==> config.mk <==
export PLATFORM = sky130hd
export DESIGN_NAME = mc_control_fsm
export DESIGN_NICKNAME = d
export VERILOG_FILES = /design/src/rtl/mc_control_fsm_pkg.sv /design/src/rtl/mc_output_decode.sv /design/src/rtl/mc_control_fsm.sv
export SDC_FILE = /design/constraint.sdc
export NUM_CORES = 1
export LEC_CHECK = 0
export CAP_MARGIN = 10
export CORE_MARGIN = 1.5
export CORE_UTILIZATION = 34
export DETAILED_ROUTE_END_ITERATION = 16
export PLACE_DENSITY = 0.74
export SLEW_MARGIN = 20
export SYNTH_ARGS = -nofsm -noshare
export SYNTH_HDL_FRONTEND = slang
export SYNTH_SLANG_ARGS = --single-unit
==> constraint.sdc <==
create_clock -name clk -period 1.5 [get_ports clk]
set_input_delay 0.3 -clock clk [delete_from_list [all_inputs] [get_ports clk]]
set_output_delay 0.3 -clock clk [all_outputs]
set_load 0.005 [all_outputs]
==> src/rtl/mc_control_fsm_pkg.sv <==
// Shared encodings for the multicycle control unit: opcodes, mux selects,
// FSM states and the packed control vector produced by the output decoder.
package mc_control_fsm_pkg;

    localparam int OPC_W   = 4;
    localparam int FUNCT_W = 3;

    localparam logic [OPC_W-1:0] OP_RTYPE = 4'd0;
    localparam logic [OPC_W-1:0] OP_ADDI  = 4'd1;
    localparam logic [OPC_W-1:0] OP_LW    = 4'd2;
    localparam logic [OPC_W-1:0] OP_SW    = 4'd3;
    localparam logic [OPC_W-1:0] OP_BEQ   = 4'd4;
    localparam logic [OPC_W-1:0] OP_JMP   = 4'd5;
    localparam logic [OPC_W-1:0] OP_HLT   = 4'd15;

    localparam logic [1:0] ALU_ADD   = 2'd0;
    localparam logic [1:0] ALU_SUB   = 2'd1;
    localparam logic [1:0] ALU_FUNCT = 2'd2;

    localparam logic [1:0] SRCB_REGB = 2'd0;
    localparam logic [1:0] SRCB_ONE  = 2'd1;
    localparam logic [1:0] SRCB_IMM  = 2'd2;
    localparam logic [1:0] SRCB_JOFF = 2'd3;

    localparam logic [1:0] PCSRC_ALU    = 2'd0;
    localparam logic [1:0] PCSRC_ALUOUT = 2'd1;
    localparam logic [1:0] PCSRC_JUMP   = 2'd2;

    typedef enum logic [3:0] {
        ST_START, ST_FETCH, ST_DECODE, ST_EXEC_R, ST_EXEC_I, ST_MEM_ADDR,
        ST_MEM_RD, ST_MEM_WR, ST_WB_ALU, ST_WB_MEM, ST_BRANCH, ST_JUMP, ST_HALT
    } state_t;

    typedef struct packed {
        logic       i_or_d;
        logic       mem_to_reg;
        logic       reg_dst;
        logic       mem_read;
        logic       mem_write;
        logic       ir_write;
        logic       reg_write;
        logic       pc_write;
        logic       pc_write_cond;
        logic       alu_src_a;
        logic [1:0] alu_src_b;
        logic [1:0] alu_op;
        logic [1:0] pc_source;
        logic       retire;
        logic       illegal_op;
        logic       halted;
    } ctrl_t;

    function automatic logic op_is_legal(input logic [OPC_W-1:0] op);
        case (op)
            OP_RTYPE, OP_ADDI, OP_LW, OP_SW, OP_BEQ, OP_JMP, OP_HLT: return 1'b1;
            default: return 1'b0;
        endcase
    endfunction

endpackage

==> src/rtl/mc_output_decode.sv <==
// Purely combinational map from FSM state (plus mem_ready, the decoded
// illegal flag and the latched destination select) to the control vector.
module mc_output_decode
    import mc_control_fsm_pkg::*;
(
    input  state_t state,
    input  logic   mem_ready,
    input  logic   op_illegal,
    input  logic   reg_dst_latched,
    output ctrl_t  ctrl
);

    always_comb begin
        ctrl = '0;
        case (state)
            ST_FETCH: begin
                ctrl.mem_read = 1'b1;
                // PC increment and IR load happen only in the cycle memory delivers
                if (mem_ready) begin
                    ctrl.ir_write  = 1'b1;
                    ctrl.pc_write  = 1'b1;
                    ctrl.alu_src_b = SRCB_ONE;
                    ctrl.alu_op    = ALU_ADD;
                    ctrl.pc_source = PCSRC_ALU;
                end
            end
            ST_DECODE: begin
                ctrl.alu_src_b  = SRCB_JOFF;
                ctrl.alu_op     = ALU_ADD;
                ctrl.illegal_op = op_illegal;
            end
            ST_EXEC_R: begin
                ctrl.alu_src_a = 1'b1;
                ctrl.alu_src_b = SRCB_REGB;
                ctrl.alu_op    = ALU_FUNCT;
            end
            ST_EXEC_I, ST_MEM_ADDR: begin
                ctrl.alu_src_a = 1'b1;
                ctrl.alu_src_b = SRCB_IMM;
                ctrl.alu_op    = ALU_ADD;
            end
            ST_MEM_RD: begin
                ctrl.mem_read = 1'b1;
                ctrl.i_or_d   = 1'b1;
            end
            ST_MEM_WR: begin
                ctrl.mem_write = 1'b1;
                ctrl.i_or_d    = 1'b1;
                ctrl.retire    = mem_ready;
            end
            ST_WB_ALU: begin
                ctrl.reg_write = 1'b1;
                ctrl.reg_dst   = reg_dst_latched;
                ctrl.retire    = 1'b1;
            end
            ST_WB_MEM: begin
                ctrl.reg_write  = 1'b1;
                ctrl.mem_to_reg = 1'b1;
                ctrl.retire     = 1'b1;
            end
            ST_BRANCH: begin
                ctrl.alu_src_a     = 1'b1;
                ctrl.alu_src_b     = SRCB_REGB;
                ctrl.alu_op        = ALU_SUB;
                ctrl.pc_write_cond = 1'b1;
                ctrl.pc_source     = PCSRC_ALUOUT;
                ctrl.retire        = 1'b1;
            end
            ST_JUMP: begin
                ctrl.pc_write  = 1'b1;
                ctrl.pc_source = PCSRC_JUMP;
                ctrl.retire    = 1'b1;
            end
            ST_HALT: ctrl.halted = 1'b1;
            default: ctrl = '0;
        endcase
    end

endmodule

==> src/rtl/mc_control_fsm.sv <==
// Multicycle control FSM: state register, next-state logic and the reg_dst
// latch; control outputs come from mc_output_decode.
module mc_control_fsm
    import mc_control_fsm_pkg::*;
#(
    parameter int OPCODE_BITS = OPC_W,
    parameter int FUNCT_BITS  = FUNCT_W
) (
    input  logic                   clk,
    input  logic                   reset_n,
    input  logic [OPCODE_BITS-1:0] opcode,
    input  logic [FUNCT_BITS-1:0]  funct,
    input  logic                   zero,
    input  logic                   mem_ready,
    output logic                   i_or_d,
    output logic                   mem_to_reg,
    output logic                   reg_dst,
    output logic                   mem_read,
    output logic                   mem_write,
    output logic                   ir_write,
    output logic                   reg_write,
    output logic                   pc_write,
    output logic                   pc_write_cond,
    output logic                   alu_src_a,
    output logic [1:0]             alu_src_b,
    output logic [1:0]             alu_op,
    output logic [1:0]             pc_source,
    output logic                   retire,
    output logic                   illegal_op,
    output logic                   halted
);

    state_t state_reg, state_next;
    logic   reg_dst_reg, reg_dst_next;
    ctrl_t  ctrl;

    // funct is consumed by the ALU control and zero by the PC gating downstream
    logic unused_inputs;
    assign unused_inputs = ^{funct, zero};

    always_ff @(posedge clk or negedge reset_n) begin
        if (!reset_n) begin
            state_reg   <= ST_START;
            reg_dst_reg <= 1'b0;
        end else begin
            state_reg   <= state_next;
            reg_dst_reg <= reg_dst_next;
        end
    end

    always_comb begin
        state_next   = state_reg;
        reg_dst_next = reg_dst_reg;
        case (state_reg)
            ST_START:  state_next = ST_FETCH;
            ST_FETCH:  if (mem_ready) state_next = ST_DECODE;
            ST_DECODE: begin
                case (opcode)
                    OP_RTYPE:      state_next = ST_EXEC_R;
                    OP_ADDI:       state_next = ST_EXEC_I;
                    OP_LW, OP_SW:  state_next = ST_MEM_ADDR;
                    OP_BEQ:        state_next = ST_BRANCH;
                    OP_JMP:        state_next = ST_JUMP;
                    OP_HLT:        state_next = ST_HALT;
                    default:       state_next = ST_FETCH;
                endcase
            end
            ST_EXEC_R: begin
                state_next   = ST_WB_ALU;
                reg_dst_next = 1'b1;
            end
            ST_EXEC_I: begin
                state_next   = ST_WB_ALU;
                reg_dst_next = 1'b0;
            end
            // Only LW and SW reach here, and the IR has not changed since DECODE
            ST_MEM_ADDR: state_next = (opcode == OP_SW) ? ST_MEM_WR : ST_MEM_RD;
            ST_MEM_RD:   if (mem_ready) state_next = ST_WB_MEM;
            ST_MEM_WR:   if (mem_ready) state_next = ST_FETCH;
            ST_WB_ALU, ST_WB_MEM, ST_BRANCH, ST_JUMP: state_next = ST_FETCH;
            ST_HALT:     state_next = ST_HALT;
            default:     state_next = ST_START;
        endcase
    end

    mc_output_decode u_decode (
        .state           (state_reg),
        .mem_ready       (mem_ready),
        .op_illegal      (!op_is_legal(opcode)),
        .reg_dst_latched (reg_dst_reg),
        .ctrl            (ctrl)
    );

    assign i_or_d        = ctrl.i_or_d;
    assign mem_to_reg    = ctrl.mem_to_reg;
    assign reg_dst       = ctrl.reg_dst;
    assign mem_read      = ctrl.mem_read;
    assign mem_write     = ctrl.mem_write;
    assign ir_write      = ctrl.ir_write;
    assign reg_write     = ctrl.reg_write;
    assign pc_write      = ctrl.pc_write;
    assign pc_write_cond = ctrl.pc_write_cond;
    assign alu_src_a     = ctrl.alu_src_a;
    assign alu_src_b     = ctrl.alu_src_b;
    assign alu_op        = ctrl.alu_op;
    assign pc_source     = ctrl.pc_source;
    assign retire        = ctrl.retire;
    assign illegal_op    = ctrl.illegal_op;
    assign halted        = ctrl.halted;

    a_no_rd_wr: assert property (@(posedge clk) disable iff (!reset_n)
        !(ctrl.mem_read && ctrl.mem_write));
    a_no_regw_memw: assert property (@(posedge clk) disable iff (!reset_n)
        !(ctrl.reg_write && ctrl.mem_write));

endmodule
==> qor_table.md, run 1 <==
| Step | Quantity | This run |
| --- | --- | --- |
| global route | Pin count of the biggest net entering global routing | 10 |
| die | DIE WIDTH | 43.7 um |
| outcome | Status | aborted with a tool error |
| clock tree | Total CTS buffers | 3 |
| yosys | Yosys cell types | 31 |
| sta | Pin ending the worst setup path after global-route repair | alu_src_b[0] |
| die | Die H | 43.7 um |
| clock tree | CTS hold repair buffers | 0 |
| yosys | Number of warnings printed during yosys synthesis | 0 |
| yosys | Synth Net Count | 98 |
| outcome | Run Error | [ERROR DPL-0038] Utilization greater than 100%, impossible to legalize |
| yosys | Share of the synthesized area in the top cell type | 22.3% |
| sta | Kind of the worst endpoint | primary output |
| clock tree | Number of sinks driven by the clock tree | 5 |
| clock tree | CTS root buf | sky130_fd_sc_hd__clkbuf_4 |
| yosys | Cell area after technology mapping | 562 um2 |
| yosys | Top post-synthesis cells by area | sky130_fd_sc_hd__dfrtp_1 22%, sky130_fd_sc_hd__nor2_1 11%, sky130_fd_sc_hd__nand2_1 9.4% |
| yosys | Post-synthesis sequential element count | 5 |
| die | Initial cell density of the core | 36.9% |
| clock tree | Maximum buffer depth of the clock tree | 2 |
| yosys | Cell taking the most area after synthesis | sky130_fd_sc_hd__dfrtp_1 |
| outcome | Halt point of the flow | 5_1_grt |
| place | Minimum setup slack after placement | -646 ps |
| place | GP Congestion | 0.811 |
| place | DPL Wire Length | 1350 um |
| place | IO Port Bufs | 25 |
| clock tree | Max H-tree Level | 1 |
| yosys | Instance count of the mapped netlist | 87 |
| yosys | Avg Cell Area, Syn | 6.46 um2 |
| yosys | Sequential-to-total area share from yosys stat | 22.3% |
| die | Number of placed I/O pins | 30 |
| die | FP Rows | 14 |
## logic make-up after synthesis
group,Yosys count,share of synthesized area (%)
simple gates,46,38.1
compound gates,22,26.1
buf+inv,12,10.2
flops,5,22.3
xor+xnor,1,1.56
mux,1,1.78
## Yosys cell counts, drive strengths merged
master  number
nor2        16
nand2       14
o21ai        7
clkbuf       5
dfrtp        5
nor3         5
inv          4
a21oi        3
and3         3
buf          3
nand2b       3
a31oi        2
a211o        1
a22o         1
a22oi        1
a311o        1
a311oi       1
a41oi        1
mux2i        1
nand4        1
nor2b        1
nor4         1
o211ai       1
o21a         1
o22a         1
o22ai        1
or2          1
or4b         1
xnor2        1
## repair_timing
action / in CTS
gates resized for setup: 136
pin swaps: 19
setup endpoints to repair: 21
gates cloned: 1
setup buffers: 28
## per-stage QoR
step           setup TNS (ps)  cell area, um2  util [%]  std cells  hold WS, ps
2_1_floorplan           -80.8             563         -         87         4.41
3_3_place_gp            -6690             985      64.6        146          512
4_1_cts                 -3970            1360      88.9        177          257
3_5_place_dp            -7480             985      64.6        146          523
==> run 2, diff against run 1 <==
CORE_AREA = 2 2 63 65   (was unset)
CORE_MARGIN = unset   (was 1.5)
CORE_UTILIZATION = unset   (was 34)
DIE_AREA = 0 0 65 67   (was unset)
PLACE_DENSITY = unset   (was 0.74)
PLACE_DENSITY_LB_ADDON = 0.15   (was unset)
clock period = 2 ns   (was 1.5 ns; I/O delays follow)
==> qor_table.md, run 2 <==
| Step | Quantity | This run |
| --- | --- | --- |
| outcome | Status | finished clean |
| global route | Antenna violations before repair | 0 |
| sta | Fin Setup TNS | 0 ps |
| clock tree | Number of sinks driven by the clock tree | 5 |
| setup path | Data required time at the worst endpoint | 1600 ps |
| die | Placeable core region | 3610 um2 |
| yosys | Most frequent cells after synthesis | 16 x sky130_fd_sc_hd__nor2_1, 14 x sky130_fd_sc_hd__nand2_1, 7 x sky130_fd_sc_hd__o21ai_0 |
| setup path | Type of the worst setup path | flop to output port |
| detailed routing | Drt via density | 4.28 |
| finish | Cell area after layout | 1100 um2 |
| global route | Total overflow reported by the global router | 0 |
| sta | Post-Route Hold Slack | 407 ps |
| job | Number of violations of the max-capacitance limit | 0 |
| setup path | Register-to-register setup slack | 320 ps |
| yosys | Post-synth EDFFs | 0 |
| pwr | Maximum ir drop on the vdd rail | 0.329 mV |
| detailed routing | Total detailed-routing wirelength | 2040 um |
| global route | Global-route wire length before repair | 3320 um |
| die | Number of placed I/O pins | 30 |
| place | Post-detailed-placement cell area | 980 um2 |
| detailed routing | Via count of the routed design | 758 |
| finish | Max reg flops | 4 |
| place | Placed insts | 172 |
| place | IO Port Bufs | 25 |
| clock tree | Total CTS buffers | 3 |
| place | GP Congestion | 0.750 |
| die | Initial cell density of the core | 15.6% |
| yosys | Synth Net Count | 98 |
| yosys | Dominant synthesized flop cell | sky130_fd_sc_hd__dfrtp_1 |
| yosys | Dominant cell by count in the synthesized netlist | sky130_fd_sc_hd__nor2_1 |
| sta | Fin Clk Skew | 1.19 ps |
| finish | Syn-to-layout area delta | 96.7% |
| yosys | Number of warnings printed during yosys synthesis | 0 |
| clock tree | Clock slew at the register clock pins of the worst setup and hold paths | 40 ps |
| sta | Pins Over Slew Limit | 0 |
| die | FP Rows | 22 |
| die | DIE WIDTH | 65 um |
| pwr | Power density over the cells | 1300 nW/um2 |
| sta | Final setup violation count | 0 |
| sta | Post-route clock period utilization | 96.6% |
| global route | GR Util All Layers | 9.80% |
| detailed routing | Average wire per standard cell | 11.5 um |
| place | Minimum setup slack after placement | -324 ps |
| die | Area of the die | 4360 um2 |
| yosys | Post-synthesis sequential element count | 5 |
| sta | Slew at the pin closest to its max-slew limit | 243 ps |
| detailed routing | Antenna Violating Nets Remaining | 0 |
| setup path | Depth of the worst register-to-register path | 6 |
| finish | Util after Layout | 30.6% |
| sta | Unrepaired setup endpoints after global routing | no |
| yosys | Instance count of the mapped netlist | 87 |
| pwr | Sum of internal, switching and leakage power | 1.43 mW |
| place | DPL Wire Length | 1630 um |
| finish | Post-Layout Cell Count | 177 |
| detailed routing | DRC violation count after routing | 0 |
| detailed routing | Iteration-0 DRC Markers | 31 |
| clock tree | Clock tree from TritonCTS | yes |
| min path | Min-delay worst type | primary input to asynchronous set/reset pin |
| pwr | Static power due to leakage | 0.634 nW |
| setup path | Critical path destination | mem_to_reg |
| global route | Vias in the first global route | 784 |
| setup path | Data arrival at the endpoint of the critical path | 1530 ps |
| sta | Worst-case headroom to the max-slew limit | 83.7% |
| detailed routing | First-pass iteration count of the detailed router | 4 |
| yosys | Cell taking the most area after synthesis | sky130_fd_sc_hd__dfrtp_1 |
| setup path | Critical Path Sink Type | output port |
| finish | Fraction of final layout cells with drive strength greater than 1 | 33.3% |
| finish | Number of nets in the layout | 141 |
| clock tree | Maximum buffer depth of the clock tree | 2 |
| finish | Antenna Cells | 0 |
| yosys | Sequential-to-total area share from yosys stat | 22.3% |
| finish | Leading cell type in the layout, fill and taps excluded | sky130_fd_sc_hd__buf_4 |
| sta | Final min period | 1930 ps |
| setup path | Start point of the critical path | state_reg[2] |
| yosys | Top post-synthesis cells by area | sky130_fd_sc_hd__dfrtp_1 22%, sky130_fd_sc_hd__nor2_1 11%, sky130_fd_sc_hd__nand2_1 9.4% |
| setup path | Worst reg2reg path startpoint | state_reg[2] |
| finish | Most frequent cells in the layout | 19 x sky130_fd_sc_hd__buf_4, 12 x sky130_fd_sc_hd__nand2_1, 11 x sky130_fd_sc_hd__nor2_1 |
| yosys | Yosys cell types | 31 |
| sta | Maximum operating frequency | 517 MHz |
| die | Die H | 67 um |
| yosys | Cell area after technology mapping | 562 um2 |
| setup path | End of the worst register-to-register path | state_reg[0] |
| clock tree | Clock insertion delay at the later pin of the skew report | 220 ps |
| global route | Pin count of the biggest net entering global routing | 18 |
| clock tree | CTS root buf | sky130_fd_sc_hd__clkbuf_8 |
| sta | Hold Fails Final Rpt | 0 |
| yosys | Avg Cell Area, Syn | 6.46 um2 |
| clock tree | Max H-tree Level | 1 |
| sta | Min setup slack post-route | 67.5 ps |
| setup path | Startpoint class of the critical path | flop |
| setup path | Maximum fanout encountered on the critical timing path | 8 |
| yosys | Share of the synthesized area in the top cell type | 22.3% |
| yosys | FFs w/ async S/R, synth | 100% |
-- run 2: critical path: stages, from the launching register on --
cell,delay (ps)
sky130_fd_sc_hd__dfrtp_1,370
sky130_fd_sc_hd__buf_4,160
sky130_fd_sc_hd__nand2b_4,170
sky130_fd_sc_hd__nor2_1,90
sky130_fd_sc_hd__clkdlybuf4s50_1,510
-- run 2: final cells by class --
class	instances	area [um2]
fillers	402	2500
multi-input cells	70	433
repair buffers	46	424
flip-flops and latches	5	125
well taps	48	60.1
clock buffers	4	45.0
inverters	4	17.5
-- run 2: worst min-delay path by stage --
stage / end / slack [ps]
global route: state_reg[2] / 430
CTS: state_reg[3] / 410
detailed placement: reg_dst_reg / 550
global placement: reg_dst_reg / 530
floorplan: reg_dst_reg / 100
finish: state_reg[1] / 410
-- run 2: what timing repair did --
item,CTS,global route
setup buffers,1,0
pin swaps,2,1
gates resized for setup,29,16
hold buffers,0,0
endpoints found under the setup margin,19,12
-- run 2: report_power, final --
group / leakage, nW / internal [mW] / switching (mW) / total [mW]
clock network: 0.0228 / 0.137 / 0.0515 / 0.189
logic: 0.551 / 0.543 / 0.523 / 1.07
registers: 0.0599 / 0.147 / 0.0315 / 0.178
total: 0.634 / 0.827 / 0.606 / 1.43
-- run 2: cells by family (layout without fill, tap and decap cells) --
group | Yosys count | after routing | synth area share (%)
and+or+nand+nor | 46 | 46 | 38.1
AOI/OAI and AO/OA | 22 | 22 | 26.1
muxes | 1 | 1 | 1.78
DFF | 5 | 5 | 22.3
buffers and inverters | 12 | 54 | 10.2
xor gates and xnor gates | 1 | 1 | 1.56
-- run 2: per-layer routing --
| layer | share of wire (%) | track usage [%] |
|---|---|---|
| met2 | 52 | 17.8 |
| met3 | 1.6 | 1.01 |
| met5 | 0 | 0 |
| met4 | 1.6 | 4.79 |
| met1 | 44 | 11.4 |
Note: power is estimated with default switching activity, not from simulation.
==> run 3, diff against run 2 <==
PLACE_DENSITY_LB_ADDON = unset   (was 0.15)
==> qor_table.md, run 3 (synthesis gave the netlist of run 2 again) <==
| Step | Quantity | This run |
| --- | --- | --- |
| die | Die H | 67 um |
| place | GP Congestion | 0.899 |
| pwr | Sum of internal, switching and leakage power | 1.49 mW |
| sta | Fin Setup TNS | 0 ps |
| place | Placed insts | 169 |
| pwr | Internal power component | 0.867 mW |
| setup path | Critical Path Sink Type | output port |
| finish | Leading cell type in the layout, fill and taps excluded | sky130_fd_sc_hd__buf_4 |
| global route | Global-route wire length before repair | 3090 um |
| finish | Number of fill cells in the layout | 395 |
| die | Number of placed I/O pins | 30 |
| sta | Unrepaired setup endpoints after global routing | yes |
| global route | Vias in the first global route | 716 |
| sta | Hold Fails Final Rpt | 0 |
| setup path | Maximum fanout encountered on the critical timing path | 5 |
| finish | Most frequent cells in the layout | 19 x sky130_fd_sc_hd__buf_4, 12 x sky130_fd_sc_hd__nor2_1, 12 x sky130_fd_sc_hd__nand2_1 |
| sta | Maximum operating frequency | 510 MHz |
| finish | Fraction of final layout cells with drive strength greater than 1 | 34.1% |
| sta | Pins Over Slew Limit | 0 |
| pwr | Power density over the cells | 1320 nW/um2 |
| place | IO Port Bufs | 25 |
| sta | Min setup slack post-route | 40.9 ps |
| pwr | Switching share of power | 41.7% |
| detailed routing | First-pass iteration count of the detailed router | 4 |
| detailed routing | Via count of the routed design | 779 |
| detailed routing | DRC violation count after routing | 0 |
| job | Number of violations of the max-capacitance limit | 0 |
| finish | Max reg flops | 4 |
| finish | Util after Layout | 31.3% |
| global route | Antenna violations before repair | 0 |
| clock tree | Clock insertion delay at the later pin of the skew report | 210 ps |
| detailed routing | Average wire per standard cell | 10.8 um |
| clock tree | Clock tree from TritonCTS | yes |
| finish | Number of nets in the layout | 144 |
| detailed routing | Iteration-0 DRC Markers | 27 |
| clock tree | Max H-tree Level | 1 |
| finish | Post-Layout Cell Count | 180 |
| sta | Final setup violation count | 0 |
| finish | Cell area after layout | 1130 um2 |
| min path | Min-delay worst type | primary input to asynchronous set/reset pin |
| detailed routing | Drt via density | 4.33 |
| place | Minimum setup slack after placement | -314 ps |
| global route | Pin count of the biggest net entering global routing | 12 |
| clock tree | Number of sinks driven by the clock tree | 5 |
| setup path | Data required time at the worst endpoint | 1600 ps |
| clock tree | CTS hold repair buffers | 0 |
| detailed routing | Total detailed-routing wirelength | 1950 um |
| pwr | Static power due to leakage | 0.596 nW |
| detailed routing | Antenna Violating Nets Remaining | 0 |
| global route | GR Util All Layers | 9.24% |
| setup path | Type of the worst setup path | flop to output port |
| clock tree | Maximum buffer depth of the clock tree | 2 |
| sta | Slew at the pin closest to its max-slew limit | 235 ps |
| outcome | Status | finished clean |
| die | FP Rows | 22 |
| die | DIE WIDTH | 65 um |
| global route | Total overflow reported by the global router | 0 |
| die | Initial cell density of the core | 15.6% |
| clock tree | CTS root buf | sky130_fd_sc_hd__clkbuf_8 |
| die | Placeable core region | 3610 um2 |
| die | Area of the die | 4360 um2 |
| clock tree | Clock slew at the register clock pins of the worst setup and hold paths | 30 ps |
| sta | Worst-case headroom to the max-slew limit | 84.2% |
| finish | Antenna Cells | 0 |
| finish | Syn-to-layout area delta | 101% |
| pwr | Net load switching power | 0.621 mW |
| place | Post-detailed-placement cell area | 957 um2 |
| pwr | Part of the power in combinational logic | 76.2% |
| sta | Post-Route Hold Slack | 404 ps |
| sta | Final min period | 1960 ps |
| pwr | Fraction of power consumed by sequential logic | 11.8% |
| sta | Fin Clk Skew | 0.360 ps |
| sta | Post-route clock period utilization | 98.0% |
| setup path | Startpoint class of the critical path | flop |
| pwr | Clock network power share | 12.1% |
| setup path | Data arrival at the endpoint of the critical path | 1560 ps |
| place | DPL Wire Length | 1510 um |
| clock tree | Total CTS buffers | 3 |
| pwr | Maximum ir drop on the vdd rail | 0.260 mV |
==> run 3: cell count changes in the layout (fill, tap and decap cells not counted), moves of 2 or more <==
cell | previous run | this run
sky130_fd_sc_hd__nor2_2 | 4 | 1
sky130_fd_sc_hd__buf_6 | 1 | 5
sky130_fd_sc_hd__dlymetal6s2s_1 | 8 | 5
sky130_fd_sc_hd__nor2_4 | 1 | 3
sky130_fd_sc_hd__clkdlybuf4s50_1 | 7 | 9
==> run 3: power groups by stage <==
stage               registers [mW]  clock network [mW]  logic, mW
floorplan                    0.166                   0      0.546
global placement             0.168                   0      0.964
detailed placement           0.172                   0      0.976
CTS                          0.175               0.186       1.07
global route                 0.178               0.198       1.25
finish                       0.175               0.180       1.13
==> run 3: timing repair <==
item,4_1_cts,5_1_grt
setup buffers,3,4
pin swaps,3,2
resized for setup,35,12
cloned,0,0
setup endpoints to repair,19,11
==> run 3: path summary, 6_finish.rpt <==
kind                                   start            to  slack [ps]  cells past startpoint
worst max-delay path            state_reg[1]        halted          40                      4
worst min-delay path                 reset_n  state_reg[0]         400                      1
worst max register to register  state_reg[2]  state_reg[0]         290                      6
worst min register to register   reg_dst_reg   reg_dst_reg         590                      2
max in group asynchronous            reset_n  state_reg[2]        1410                      1
min in group clk                 reg_dst_reg   reg_dst_reg         590                      2
==> run 3: critical path, stage by stage (launching register included) <==
cell and delay [ps]:
sky130_fd_sc_hd__dfrtp_1 360, sky130_fd_sc_hd__buf_4 170, sky130_fd_sc_hd__nor2_4 130, sky130_fd_sc_hd__and3_1 180
sky130_fd_sc_hd__clkdlybuf4s50_1 510
==> run 3: area by class of cell <==
| type | count | area (um2) | share of cell area, % |
|---|---|---|---|
| timing repair buffer | 49 | 440 | 39.1 |
| multi-input combinational | 70 | 439 | 39.0 |
| sequential | 5 | 125 | 11.1 |
| tap | 48 | 60.1 | 5.33 |
| clock buffer | 4 | 45.0 | 4.00 |
| inverter | 4 | 17.5 | 1.55 |
==> run 3: routing by layer <==
metal,wire [um],global-route usage [%]
met5,0,0
met4,0,4.26
met3,116,1.35
met2,960,15.7
met1,867,11.4
==> run 4, diff against run 3 <==
TNS_END_PERCENT = 100   (was unset)
clock period = 1.59 ns   (was 2 ns; I/O delays follow)
==> qor_table.md, run 4 (synthesis gave the netlist of run 2 again) <==
| Step | Quantity | This run |
| --- | --- | --- |
| setup path | Worst reg2reg path startpoint | state_reg[2] |
| clock tree | Max H-tree Level | 1 |
| finish | Number of fill cells in the layout | 363 |
| finish | Util after Layout | 41.3% |
| clock tree | Clock insertion delay at the later pin of the skew report | 220 ps |
| sta | Fin Clk Skew | 3.54 ps |
| sta | Unrepaired setup endpoints after global routing | yes |
| min path | Min-delay worst type | primary input to asynchronous set/reset pin |
| die | FP Rows | 22 |
| die | DIE WIDTH | 65 um |
| setup path | Startpoint class of the critical path | flop |
| place | Placed insts | 182 |
| clock tree | Maximum buffer depth of the clock tree | 2 |
| sta | Min setup slack post-route | -266 ps |
| finish | Number of nets in the layout | 173 |
| setup path | Register-to-register setup slack | -140 ps |
| sta | Hold Fails Final Rpt | 0 |
| job | Number of violations of the max-capacitance limit | 0 |
| finish | Leading cell type in the layout, fill and taps excluded | sky130_fd_sc_hd__buf_4 |
| sta | Pins Over Slew Limit | 0 |
| detailed routing | Iteration-0 DRC Markers | 35 |
| sta | Fin Setup TNS | -2080 ps |
| die | Area of the die | 4360 um2 |
| clock tree | Number of sinks driven by the clock tree | 5 |
| setup path | Data required time at the worst endpoint | 1270 ps |
| sta | Post-route clock period utilization | 117% |
| pwr | Maximum ir drop on the vdd rail | 0.489 mV |
| global route | Pin count of the biggest net entering global routing | 9 |
| clock tree | Total CTS buffers | 3 |
| detailed routing | Via count of the routed design | 953 |
| clock tree | Clock slew at the register clock pins of the worst setup and hold paths | 40 ps |
| global route | Vias in the first global route | 920 |
| clock tree | Clock tree from TritonCTS | yes |
| detailed routing | Drt via density | 4.56 |
| setup path | Depth of the worst register-to-register path | 9 |
| setup path | Type of the worst setup path | flop to output port |
| setup path | Max stage delay on crit path | 560 ps |
| clock tree | CTS root buf | sky130_fd_sc_hd__clkbuf_8 |
| outcome | Violated checks | setup timing |
| pwr | Power density over the cells | 1890 nW/um2 |
| place | IO Port Bufs | 25 |
| finish | Antenna Cells | 0 |
| finish | Max reg flops | 4 |
| global route | Antenna violations before repair | 0 |
| setup path | Crit path buffers/inverters | 2 |
| finish | Cell area after layout | 1490 um2 |
| setup path | Start point of the critical path | state_reg[3] |
| global route | GR Util All Layers | 12.9% |
| setup path | Critical Path Slowest Stage Cell | sky130_fd_sc_hd__or4b_4 |
| detailed routing | First-pass iteration count of the detailed router | 4 |
| finish | Syn-to-layout area delta | 165% |
| sta | Maximum operating frequency | 539 MHz |
| detailed routing | Total detailed-routing wirelength | 2740 um |
| die | Die H | 67 um |
| sta | Final setup violation count | 19 |
| die | Number of placed I/O pins | 30 |
| setup path | Sequence of cells on the critical path | or4b_4 -> buf_6 -> nor3_4 -> buf_2 |
| finish | Post-Layout Cell Count | 209 |
| place | DPL Wire Length | 1650 um |
| die | Initial cell density of the core | 15.6% |
| global route | Total overflow reported by the global router | 0 |
| finish | Fraction of final layout cells with drive strength greater than 1 | 65.8% |
| detailed routing | DRC violation count after routing | 0 |
| pwr | Static power due to leakage | 0.706 nW |
| setup path | Maximum fanout encountered on the critical timing path | 2 |
| die | Placeable core region | 3610 um2 |
| sta | Worst-case headroom to the max-slew limit | 83.6% |
| detailed routing | Antenna Violating Nets Remaining | 0 |
| setup path | Cell class contributing the biggest share of worst-path delay | simple AND/OR/NAND/NOR gates |
| sta | Final min period | 1860 ps |
| finish | Most frequent cells in the layout | 28 x sky130_fd_sc_hd__buf_4, 25 x sky130_fd_sc_hd__buf_6, 15 x sky130_fd_sc_hd__buf_2 |
| place | Minimum setup slack after placement | -585 ps |
| setup path | Data arrival at the endpoint of the critical path | 1540 ps |
| place | GP Congestion | 0.877 |
| detailed routing | Average wire per standard cell | 13.1 um |
| sta | Slew at the pin closest to its max-slew limit | 244 ps |
| place | Post-detailed-placement cell area | 1050 um2 |
| outcome | Status | finished, violations left |
| setup path | Critical Path Sink Type | output port |
| global route | Global-route wire length before repair | 4190 um |
| setup path | End of the worst register-to-register path | state_reg[0] |
-- run 4: changes by cell type in the layout (fill, tap and decap cells not counted), sizes merged --
cell | previous run | this run
clkdlybuf4s50 | 9 | 6
buf | 26 | 71
dlymetal6s2s | 5 | 0
clkbuf | 4 | 5
dlygate4sd2 | 9 | 0
-- run 4: worst max path at each step --
stage | depth (start not counted) | end | slack [ps]
2_1_floorplan | 6 | state_reg[0] | 20
3_3_place_gp | 5 | illegal_op | -520
3_5_place_dp | 5 | illegal_op | -580
4_1_cts | 4 | illegal_op | -280
5_1_grt | 4 | illegal_op | -300
6_report | 4 | illegal_op | -270
-- run 4: through the flow --
stage	total power, mW	hold slack (ps)
floorplan	0.897	22.4
global placement	1.63	538
detailed placement	1.65	554
CTS	2.53	322
global route	2.98	334
finish	2.82	319
-- run 4: per-layer routing --
layer	global-route usage [%]	part of all wire, %	vias up
li1	-	-	452
met1	12.9	39	458
met2	24.1	54	37
met3	2.36	5.1	6
met4	8.51	1.7	0
met5	0	0	-
-- run 4: power by group --
group | leakage, nW | switching [mW] | internal, mW
clock | 0.0228 | 0.0600 | 0.172
combinational | 0.623 | 1.05 | 1.32
sequential | 0.0599 | 0.0376 | 0.185
total | 0.706 | 1.14 | 1.68
-- run 4: layout make-up --
| cell class | count | area [um2] | share of cell area, % |
|---|---|---|---|
| Clock buffer | 4 | 45.0 | 3.03 |
| Tap cell | 48 | 60.1 | 4.03 |
| Timing Repair Buffer | 78 | 677 | 45.5 |
| Sequential cell | 5 | 125 | 8.40 |
| Inverter | 4 | 20.0 | 1.34 |
| Multi-Input combinational cell | 70 | 562 | 37.7 |
-- run 4: timing repair --
action,4_1_cts,5_1_grt
pin swaps,19,12
gates cloned,0,0
hold buffers,0,0
setup endpoints to repair,21,24
gates resized for setup,126,28
buffers inserted,21,6
-- run 4: worst register-to-register path: stages (launching register included) --
cell                      delay, ps
sky130_fd_sc_hd__dfrtp_1        380
sky130_fd_sc_hd__buf_6          140
sky130_fd_sc_hd__buf_6          120
sky130_fd_sc_hd__buf_8          140
sky130_fd_sc_hd__nand2_8         80
sky130_fd_sc_hd__buf_6          100
sky130_fd_sc_hd__buf_6           80
sky130_fd_sc_hd__o22a_1         150
sky130_fd_sc_hd__nand2_1         60
sky130_fd_sc_hd__a311o_2        370
